--- config.mk ---
export PLATFORM = sky130hd
export DESIGN_NAME = seq_add_sub
export DESIGN_NICKNAME = d
export VERILOG_FILES = /design/src/rtl/seq_add_sub.sv
export SDC_FILE = /design/constraint.sdc
export NUM_CORES = 1
export LEC_CHECK = 0
export CORE_MARGIN = 2
export CORE_UTILIZATION = 55
export CTS_CLUSTER_DIAMETER = 200
export DETAILED_ROUTE_END_ITERATION = 6
export PLACE_DENSITY = 0.85
export REMOVE_ABC_BUFFERS = 1
export SLEW_MARGIN = 15
export SYNTH_ARGS = -nofsm -noshare
export SYNTH_HDL_FRONTEND = slang
export SYNTH_SLANG_ARGS = --single-unit
export TNS_END_PERCENT = 100
--- constraint.sdc ---
create_clock -name i_clk -period 5.1 [get_ports i_clk]
set_clock_uncertainty 0.15 [all_clocks]
set_input_delay 1.275 -clock i_clk [delete_from_list [all_inputs] [get_ports i_clk]]
set_output_delay 1.275 -clock i_clk [all_outputs]
set_load 0.05 [all_outputs]
--- src/rtl/seq_add_sub.sv ---
// seq_add_sub: serial two's-complement adder/subtractor.
// Operands are consumed CHUNK bits per clock, LSB chunk first. A single
// registered carry links the chunks. Results appear on o_sum/o_cout/o_ovf
// only on completion edges.
module seq_add_sub #(
  parameter int WIDTH = 8,
  parameter int CHUNK = 1
) (
  input  logic             i_clk,
  input  logic             i_rst,
  input  logic             i_start,
  input  logic             i_sub,
  input  logic [WIDTH-1:0] i_a,
  input  logic [WIDTH-1:0] i_b,
  output logic             o_busy,
  output logic             o_done,
  output logic [WIDTH-1:0] o_sum,
  output logic             o_cout,
  output logic             o_ovf
);

  // WIDTH must be at least 2 and an integer multiple of CHUNK.
  localparam int STEPS = WIDTH / CHUNK;
  localparam int CNT_W = (STEPS > 1) ? $clog2(STEPS) : 1;
  localparam logic [CNT_W-1:0] LAST_STEP = CNT_W'(STEPS - 1);

  typedef enum logic [1:0] {
    IDLE = 2'd0,
    RUN  = 2'd1,
    DONE = 2'd2
  } stateT;

  stateT            r_state;
  stateT            w_nextState;

  logic [WIDTH-1:0] r_aShift;
  logic [WIDTH-1:0] r_bShift;
  logic [WIDTH-1:0] r_resShift;
  logic             r_carry;
  logic [CNT_W-1:0] r_count;

  logic [WIDTH-1:0] r_sum;
  logic             r_cout;
  logic             r_ovf;

  logic [CHUNK:0]   w_chunkAdd;
  logic             w_carryIntoMsb;
  logic [WIDTH-1:0] w_resNext;
  logic             w_accept;
  logic             w_lastStep;

  // A new operation can only be taken when no operation is in flight.
  assign w_accept   = i_start && ((r_state == IDLE) || (r_state == DONE));
  assign w_lastStep = (r_state == RUN) && (r_count == LAST_STEP);

  // Chunk adder: low CHUNK bits of both operand shifters plus the carry.
  // The carry into the top bit of the chunk is recovered from the sum bit,
  // which also works for CHUNK=1 where it is simply the carry register.
  // New result bits enter the result shifter from the top, so after STEPS
  // chunks the LSB chunk has arrived at the bottom.
  always_comb begin
    w_chunkAdd     = {1'b0, r_aShift[CHUNK-1:0]} + {1'b0, r_bShift[CHUNK-1:0]}
                   + {{CHUNK{1'b0}}, r_carry};
    w_carryIntoMsb = w_chunkAdd[CHUNK-1] ^ r_aShift[CHUNK-1] ^ r_bShift[CHUNK-1];
    w_resNext      = (r_resShift >> CHUNK)
                   | (WIDTH'(w_chunkAdd[CHUNK-1:0]) << (WIDTH - CHUNK));
  end

  // State register; reset discards any operation in progress.
  always_ff @(posedge i_clk or posedge i_rst) begin
    if (i_rst) begin
      r_state <= IDLE;
    end else begin
      r_state <= w_nextState;
    end
  end

  // Next-state logic: DONE lasts one cycle and can accept back-to-back.
  always_comb begin
    w_nextState = r_state;
    case (r_state)
      IDLE:    if (i_start) w_nextState = RUN;
      RUN:     if (r_count == LAST_STEP) w_nextState = DONE;
      DONE:    w_nextState = i_start ? RUN : IDLE;
      default: w_nextState = IDLE;
    endcase
  end

  // Serial datapath: load on accept, process one chunk per RUN cycle and
  // publish sum/cout/ovf only on the edge that processes the last chunk.
  always_ff @(posedge i_clk or posedge i_rst) begin
    if (i_rst) begin
      r_aShift   <= '0;
      r_bShift   <= '0;
      r_resShift <= '0;
      r_carry    <= 1'b0;
      r_count    <= '0;
      r_sum      <= '0;
      r_cout     <= 1'b0;
      r_ovf      <= 1'b0;
    end else if (w_accept) begin
      r_aShift   <= i_a;
      r_bShift   <= i_b ^ {WIDTH{i_sub}};
      r_carry    <= i_sub;
      r_count    <= '0;
      r_resShift <= '0;
    end else if (r_state == RUN) begin
      r_aShift   <= r_aShift >> CHUNK;
      r_bShift   <= r_bShift >> CHUNK;
      r_resShift <= w_resNext;
      r_carry    <= w_chunkAdd[CHUNK];
      r_count    <= r_count + CNT_W'(1);
      if (w_lastStep) begin
        r_sum  <= w_resNext;
        r_cout <= w_chunkAdd[CHUNK];
        r_ovf  <= w_carryIntoMsb ^ w_chunkAdd[CHUNK];
      end
    end
  end

  assign o_busy = (r_state == RUN);
  assign o_done = (r_state == DONE);
  assign o_sum  = r_sum;
  assign o_cout = r_cout;
  assign o_ovf  = r_ovf;

endmodule

==> flow_metrics.py <==
metrics = {
    "run_status": {
        "status": "complete, no violations",
    },
    "synth": {
        "ys.flop_type": "dfrtp_1",
        "synth_edf_count": 0,
        "syn_inst": 137,
        "synth.top_cell.area_share_pct": 56.3,
        "synth_top_area_cell": "dfrtp_1",
        "syn_avg_cell_area_um2": 12.7,
        "synthDistinctLibCells": 24,
        "synth_common_cells": "39 x dfrtp_1, 16 x a22o_1, 11 x nand2_1, 11 x o21ai_0, 9 x mux2_2",
        "yosysSeqAreaShare_pct": 56.3,
        "yosysMostFrequentCell": "dfrtp_1",
        "synth_async_sr_flop_share_pct": 100,
        "syn_area_um2": 1730,
        "ys_ff_latch": 39,
        "synth_warnings": 0,
        "synthTopCellsByArea": "dfrtp_1 56%, a22o_1 8.1%, mux2_2 5.8%",
    },
    "die": {
        "rows": 20,
        "core_um2": 3030,
        "die_y_um": 60.2,
        "die_area_um2": 3620,
        "io_pins": 32,
        "die_w_um": 60.2,
        "initial_utilization_pct": 57.3,
    },
    "routing": {
        "dr.first_iter.drc_count": 27,
        "viasPerCell": 5.28,
        "ant_nets": 0,
        "drt_first_pass_iters": 4,
        "drc": 0,
        "vias": 1124,
        "avgRoutedWirePerCell_um": 12.7,
        "wl_um": 2700,
    },
    "timing": {
        "finalHoldViolations": 0,
        "drv_slew": 0,
        "rsz0062_at_grt": "no",
        "setup_viol": 0,
        "hold_ws_ps": 338,
        "fin_crit_sh_pct": 69.5,
        "fin_setup_tns_ps": 0,
        "max_freq_ghz": 0.282,
        "tightest_slew_ps": 555,
        "fin_crit_ps": 3550,
        "slew_headroom_pct": 62.9,
        "final.setup.worst_slack_ps": 1550,
    },
    "job": {
        "cap_violations": 0,
    },
    "worst_setup_path": {
        "critical_path.max_fanout": 25,
        "crit_buf_inv": 2,
        "start_kind": "flop",
        "cp_top_family": "buffers and inverters",
        "crit_type": "reg2out",
        "cp_cell_sequence": "nand2b_1 -> inv_6 -> clkdlybuf4s50_1",
        "slowest_stage": "clkdlybuf4s50_1",
        "worstSetupEndpointType": "primary output",
        "cp.arrival_ps": 2120,
        "crit_required_ps": 3670,
        "cp_slowest_stage_delay_ps": 850,
    },
    "finish": {
        "layout-drive-gt1-share_pct": 11.8,
        "multi_input_area_um2": 663,
        "nets": 191,
        "area_growth_syn_to_layout_pct": 22.0,
        "design_area_um2": 2120,
        "diodes": 0,
        "nFillCells": 243,
        "register_area_um2": 976,
    },
    "cts": {
        "cts_root_buffer": "clkbuf_4",
        "htreeDepth": 2,
        "clkSinkCount": 39,
        "cts_buffer_depth": 2,
        "clk_pin_slew_ps": 100,
        "cts_tree": "done",
        "ctsResizeCount": 0,
        "clkLatencyLatePin_ps": 330,
        "cts_buffers": 5,
        "postCtsHoldBufs": 0,
        "post_cts_buffers": 0,
    },
    "pwr": {
        "pwr_density_cell_nw_per_um2": 649,
        "ir_drop_v": 0.000272,
        "p_leak_nw": 0.999,
    },
    "grt": {
        "overflow": 0,
        "grt_start_max_net_pins": 40,
        "antenna_found_initial": 0,
        "grt_pass1_wl_um": 4870,
        "grtUsageTotal_pct": 18.3,
        "grt_pass1_vias": 1176,
    },
    "placed_design": {
        "place_ws_ps": 1930,
        "portBuffers": 31,
        "dp_hpwl_um": 1870,
        "routabilityCongestion": 0.731,
        "place_area_um2": 2050,
    },
    "worst_hold_path": {
        "min_path_type": "reg2reg",
    },
}
[per-layer routing]
layer	GRT usage [%]	routed length, um	vias up
met5	0	0	-
met4	8.57	57	0
met3	4.11	149	7
met2	32.0	1260	37
met1	21.2	1240	536
li1	-	-	544
[metrics by stage]
| stage | instances | total power, W | utilization [%] |
|---|---|---|---|
| floorplan | 128 | 0.00103 | - |
| global placement | 205 | 0.00119 | 67.6 |
| detailed placement | 205 | 0.00122 | 67.6 |
| CTS | 213 | 0.00139 | 69.9 |
| global route | 213 | 0.00148 | 69.9 |
| finish | 213 | 0.00137 | 69.9 |
[area by class of cell]
class | count | share of cell area, %
Clock buffer | 8 | 3.25
Inverter | 6 | 1.30
Multi-Input combinational cell | 83 | 31.3
Sequential cell | 39 | 46.1
Tap cell | 44 | 2.60
Timing Repair Buffer | 33 | 15.4
[cell families (layout without fill, tap and decap cells)]
| logic type | after synthesis | in the layout | share of synthesized area [%] |
|---|---|---|---|
| multiplexers | 16 | 16 | 9.88 |
| buffers and inverters | 15 | 47 | 5.48 |
| AND/OR/NAND/NOR | 17 | 17 | 4.83 |
| flip-flops | 39 | 39 | 56.3 |
| AO/OA/AOI/OAI | 36 | 36 | 15.4 |
| adder cells (fa/ha/maj) | 3 | 3 | 2.60 |
| XOR/XNOR | 11 | 11 | 5.56 |
[power breakdown]
group	internal [W]	switching [W]
sequential	0.000447	0.0000777
combinational	0.000299	0.000378
clock	0.0000811	0.0000910
total	0.000827	0.000547
[sequential cells by signal (all words and copies together) (netlist names)]
name,cells
r_state,2
o_sum,8
o_cout,1
r_resShift,7
o_ovf,1
r_carry,1
r_count,3
r_bShift,8
r_aShift,8
[worst paths after layout]
| check | start | to | slack [ps] | cells after the start |
|---|---|---|---|---|
| max reg2reg | r_count[0]$_DFFE_PP0P_ | o_sum[2]$_DFFE_PP0P_ | 3230 | 4 |
| max in group asynchronous | i_rst | o_sum[7]$_DFFE_PP0P_ | 3270 | 3 |
| min in group asynchronous | i_rst | r_count[2]$_DFFE_PP0P_ | 1190 | 3 |
| max | r_state[1]$_DFFE_PP0P_ | o_busy | 1550 | 3 |
| min | r_aShift[6]$_DFFE_PP0P_ | r_aShift[6]$_DFFE_PP0P_ | 340 | 1 |
| min reg2reg | r_aShift[6]$_DFFE_PP0P_ | r_aShift[6]$_DFFE_PP0P_ | 340 | 1 |
[layout by cell type, fill, tap and decap left out, types with 3 or more instances in the layout]
cell type        instances
nand2_1                 11
inv_1                    5
xor2_1                   8
clkdlybuf4s50_1         31
dfrtp_1                 39
a21o_1                   6
mux2_2                   9
clkbuf_4                 5
xnor2_1                  3
a22o_1                  16
mux2i_1                  7
o21ai_0                 11
No activity file was read; power rests on OpenSTA's default activity.
==> variant 1, RTL diff (same settings) <==
Put a register stage on the outputs `o_busy` and `o_done`, with the module's reset. The values now appear one clock later. The other outputs are not delayed to match.
--- a/src/rtl/seq_add_sub.sv
+++ b/src/rtl/seq_add_sub.sv
@@ -118,8 +118,15 @@
     end
   end
 
-  assign o_busy = (r_state == RUN);
-  assign o_done = (r_state == DONE);
+  always_ff @(posedge i_clk or posedge i_rst) begin
+    if (i_rst) begin
+      o_busy <= '0;
+      o_done <= '0;
+    end else begin
+      o_busy <= (r_state == RUN);
+      o_done <= (r_state == DONE);
+    end
+  end
   assign o_sum  = r_sum;
   assign o_cout = r_cout;
   assign o_ovf  = r_ovf;
Behaviour: not the same (a bounded check fails within 4 cycles, from zero or initial values and one cycle with i_rst high).
==> variant 1 against the unedited design <==
- total power up 5.2%
- hold slack gained 7.9 ps
- sequential cell count increased by 2
- cell count grew 0.94%
- largest power group unchanged
- synthesized cell count up 1.5%
- synthesized area up 2.9%
- cell area increased by 3.3%
- via count is 0.44% higher
- non-clock buffer count stayed put
- worst setup slack improved by 600 ps
- global-route usage up 0.23 points
- register-to-register slack barely moved
- routed wire length grew 5.0%
==> variant 1: results (changes against the unedited design) <==
The run gives 0.575 (+0.0123) as the sequential share of the synthesized area. The static leakage is 1.03 nW (+3.1%). In the synthesized netlist, the cells that appear most often are dfrtp_1 (41), a22o_1 (16), nand2_1 (11), o21ai_0 (11), mux2_2 (9). The tools report the maximum count of clock buffers along a single path as 2 (unchanged).

The count of fill cells added during filler insertion is 252 (+3.7%). The internal power component came out at 0.000881 W (+6.6%). The worst hold path terminates at o_done. The tools report the gate count of the mapped netlist as 139 (+1.5%). After synthesis, the cell types taking the most area are dfrtp_1 (58%), a22o_1 (7.9%), mux2_2 (5.7%). The run gives 0.00210 mm^2 (+2.4%) as the post-placement cell area. The endpoint identified for the worst register-to-register timing path is o_sum[3].

The logs give 193 (+1.0%) for the post-layout net count and 36 (+33%) for the iteration-0 DRC count of the detailed router. The tools report the wire length after detailed routing as 2.84 mm (+5.0%). Start of the worst register-to-register path: r_count[0].

The clock transition at the registers of the reported paths was 120 ps (+20 ps). The maximum vdd ir drop is 0.262 mV (-3.9%), and the number of standard cells in the final layout excluding fillers is 215 (+0.94%). The half-perimeter wire length after detailed placement came out at 2.02 mm (+8.2%). Number of detailed-routing iterations run before antenna repair: 4 (unchanged). In this design, the largest share of critical-path delay is due to buffers and inverters. The count of placed standard cells including taps came out at 207 (+0.98%). Startpoint of the lowest-slack hold path: r_state[0]. The highest fanout seen on the critical path is 2 (-92%), and the number of vias per cell is 5.25 (-0.49%). The last weighted congestion value of the routability-driven placer was 0.759 (+3.9%); the post-placement worst setup slack was 2280 ps (+346 ps).

The run finished with clean final reports. The source-to-sink clock delay at the later pin of the worst-skew pair is 350 ps (+20 ps), and the worst slack on hold paths is 346 ps (+7.89 ps). The register-to-register setup slack was 3240 ps (about the same); the transition at the pin with the smallest max-transition slack was 552 ps (-2.44 ps). The fraction of layout instances using a drive strength above 1 is 0.123 (+0.00446), and the overall track demand over capacity in global routing is 0.186 (+0.00234).

The wire length of the first global-routing pass is 4.93 mm (+1.1%). The largest stage delay on the critical path is 800 ps (-50 ps). The slowest stage of the critical path belongs to the cell clkdlybuf4s50_1.

The pin count of the biggest net entering global routing was 42 (+5.0%). The via count of the first global-routing pass came out at 1097 (-6.7%).
variant 1: cell types whose count changed in the layout (fill, tap and decap cells not counted), sizes merged:
cell and change:
bufinv +1, clkbuf -2, clkinvlp +1, dfrtp +2
variant 1: layout make-up:
class,count,area [um^2],share of cell area
Clock buffer,6,51.3,0.0235
Clock inverter,2,37.5,0.0172
Inverter,6,27.5,0.0126
Multi-Input combinational cell,83,663,0.303
Sequential cell,41,1030,0.469
Tap cell,44,55.1,0.0252
Timing Repair Buffer,33,325,0.149
variant 1: worst max-delay path by stage:
stage / from / endpoint / slack, ps / depth (start not counted)
after floorplan: i_start / r_count[0] / 2100 / 3
after global placement: i_start / r_count[0] / 2300 / 5
after detailed placement: i_start / r_count[0] / 2280 / 5
after CTS: o_sum[3] / o_sum[3] / 2120 / 1
after global routing: o_sum[2] / o_sum[2] / 2090 / 1
final: o_sum[3] / o_sum[3] / 2150 / 1
variant 1: metal layers:
metal,share of wire,vias up,track usage
met5,0,-,0
met4,0.014,0,0.0652
met3,0.054,4,0.0640
met2,0.49,31,0.313
met1,0.44,545,0.222
li1,-,549,-
variant 1: power by group through the flow:
stage,clock [W],combinational [W],sequential [W]
floorplan,0,0.000363,0.000683
global placement,0,0.000656,0.000547
detailed placement,0,0.000680,0.000556
CTS,0.000226,0.000685,0.000548
global route,0.000238,0.000739,0.000568
finish,0.000220,0.000678,0.000548
variant 1: cells by family (layout without fill, tap and decap cells):
| logic type | after synthesis | count (layout) | share of synthesized area |
|---|---|---|---|
| flops | 41 | 41 | 0.575 |
| compound gates | 36 | 36 | 0.149 |
| simple gates | 17 | 17 | 0.0470 |
| mux | 16 | 16 | 0.0961 |
| buf+inv | 15 | 47 | 0.0533 |
| xor+xnor | 11 | 11 | 0.0540 |
| fa+ha+maj | 3 | 3 | 0.0252 |
==> variant 2, RTL diff (same flow settings) <==
Made on the original files. The parameter `WIDTH` goes from 8 to 32.
--- a/src/rtl/seq_add_sub.sv
+++ b/src/rtl/seq_add_sub.sv
@@ -3,7 +3,7 @@
 // registered carry links the chunks. Results appear on o_sum/o_cout/o_ovf
 // only on completion edges.
 module seq_add_sub #(
-  parameter int WIDTH = 8,
+  parameter int WIDTH = 32,
   parameter int CHUNK = 1
 ) (
   input  logic             i_clk,
Ports: changed (resized i_a, i_b and o_sum); port bits go from 32 to 104. The function was not compared with the original's and may differ.
==> variant 2 against the unedited design <==
- routed wire length grew to 4.5 times the old value
- synthesized area grew to 3.4 times the old value
- sequential cell count grew 98
- total power rose to 3.5 times the old value
- global-route usage up 4.5 points
- worst setup slack improved by 140 ps
- cell area grew to 3.5 times the old value
- combinational power grew to 2.7 times the old value
- critical endpoint unchanged
==> variant 2: results (changes against the unedited design) <==
The flow ran to the end, and the final reports show no timing, DRC or antenna violations. The logs give 520 ps (+190 ps) for the source-to-sink clock delay at the later pin of the worst-skew pair and 699 (+190%) for the count of fill cells added during filler insertion. The start of the worst register-to-register path is r_state[1]. The post-detailed-route wirelength per cell was 15.9 um (+26%); the maximum vdd ir drop was 0.380 mV (+39%). The overall track demand over capacity in global routing was 0.228 (+0.0447).

The commonest cells after synthesis are dfrtp_1 (137), nand2_1 (97), a22o_1 (34), mux2_2 (33). The sequential share of the synthesized area came out at 0.579 (+0.0160). The number of distinct library cell variants in the gate-level netlist after synthesis was 30 (+25%). The headroom to the max-slew limit is 0.330 (-0.299), and the count of input and output buffers is 103 (+230%). The clock transition at the registers of the reported paths is 60 ps (-40 ps).

Fraction of layout instances using a drive strength above 1: 0.122 (+0.00369). The logs give 20.7 mm (+320%) for the wire length of the first global-routing pass and 6 (+2) for the number of detailed-routing iterations run before antenna repair. The post-layout net count came out at 689 (+260%).

The post-placement worst setup slack is 1680 ps (-253 ps). The data arrival time at the worst-slack endpoint came out at 1980 ps (-140 ps). The deepest level of the CTS H-tree was 4 (+2); the highest fanout seen on the critical path was 3 (-88%). The overall via count from detail_route is 4348 (+290%).

The worst hold path begins at r_count[2]. The register-to-register setup slack came out at 2710 ps (-520 ps). Iteration-0 DRC count of the detailed router: 373 (+1300%).

The tree is rooted in a clkbuf_8. The static leakage is 3.45 nW (+240%). The pin count of the biggest net entering global routing was 99 (+150%). For the half-perimeter wire length after detailed placement, the log shows 7.49 mm (+300%). The tools report the total clock buffers created by CTS as 17 (+12).

In this run the critical register-to-register path is captured at r_bShift[31]. The number of cells on the worst reg-to-reg path works out to 5 (+1).
[variant 2: cell count changes after synthesis, sizes merged, moves of 30 or more]
| cell | before | now |
|---|---|---|
| nand2 | 11 | 97 |
| nor2 | 1 | 32 |
| dfrtp | 39 | 137 |
| a31oi | 0 | 31 |
| nand3 | 0 | 32 |
| a22oi | 0 | 30 |
[variant 2: report_power, final]
group / switching [W] / internal [W]
registers: 0.000287 / 0.00155
clock network: 0.000469 / 0.000701
logic: 0.00107 / 0.000726
[variant 2: final cells by class]
| type | instances | share of cell area |
|---|---|---|
| multi-input combinational | 346 | 0.296 |
| tap | 136 | 0.0227 |
| clock inverter | 13 | 0.0195 |
| timing repair buffer | 110 | 0.144 |
| inverter | 6 | 0.00401 |
| clock buffer | 19 | 0.0563 |
| sequential | 137 | 0.458 |
[variant 2: worst max-delay path by stage]
stage                     slack (ps)  cells after the start      endpoint
after floorplan                    7                      1        o_cout
after global placement          1810                      5  r_bShift[14]
after detailed placement        1680                      5  r_bShift[24]
after CTS                       1670                      3        o_busy
after global routing            1630                      3        o_busy
final                           1700                      3        o_busy
[variant 2: cell families (layout without fill, tap and decap cells)]
kind of cell,count (synthesis),after routing,share of synthesized area
DFF,137,137,0.579
muxes,34,34,0.0644
xor gates and xnor gates,35,35,0.0518
AOI/OAI and AO/OA,105,105,0.131
buffers and inverters,49,148,0.0480
and+or+nand+nor,169,169,0.119
adders and majority gates,3,3,0.00760
[variant 2: worst max-delay path: stages (launching register included)]
cell and delay (ps):
dfrtp_1 380, nand2b_2 210, inv_4 70, clkdlybuf4s50_1 790
[variant 2: per-stage QoR]
step | util | area (um^2) | instances | hold slack (ps)
after floorplan | - | 5660 | 489 | 312
after global placement | 0.668 | 6930 | 735 | 326
after detailed placement | 0.668 | 6930 | 735 | 340
after CTS | 0.723 | 7490 | 767 | 342
after global routing | 0.723 | 7490 | 767 | 368
final | 0.723 | 7490 | 767 | 339
[variant 2: per-layer routing]
metal  GRT usage  share of wire  wire length (um)
met2       0.357           0.48              5890
met3      0.0533          0.056               683
met4      0.0778          0.013               162
met1       0.316           0.45              5490
met5           0              0                 0
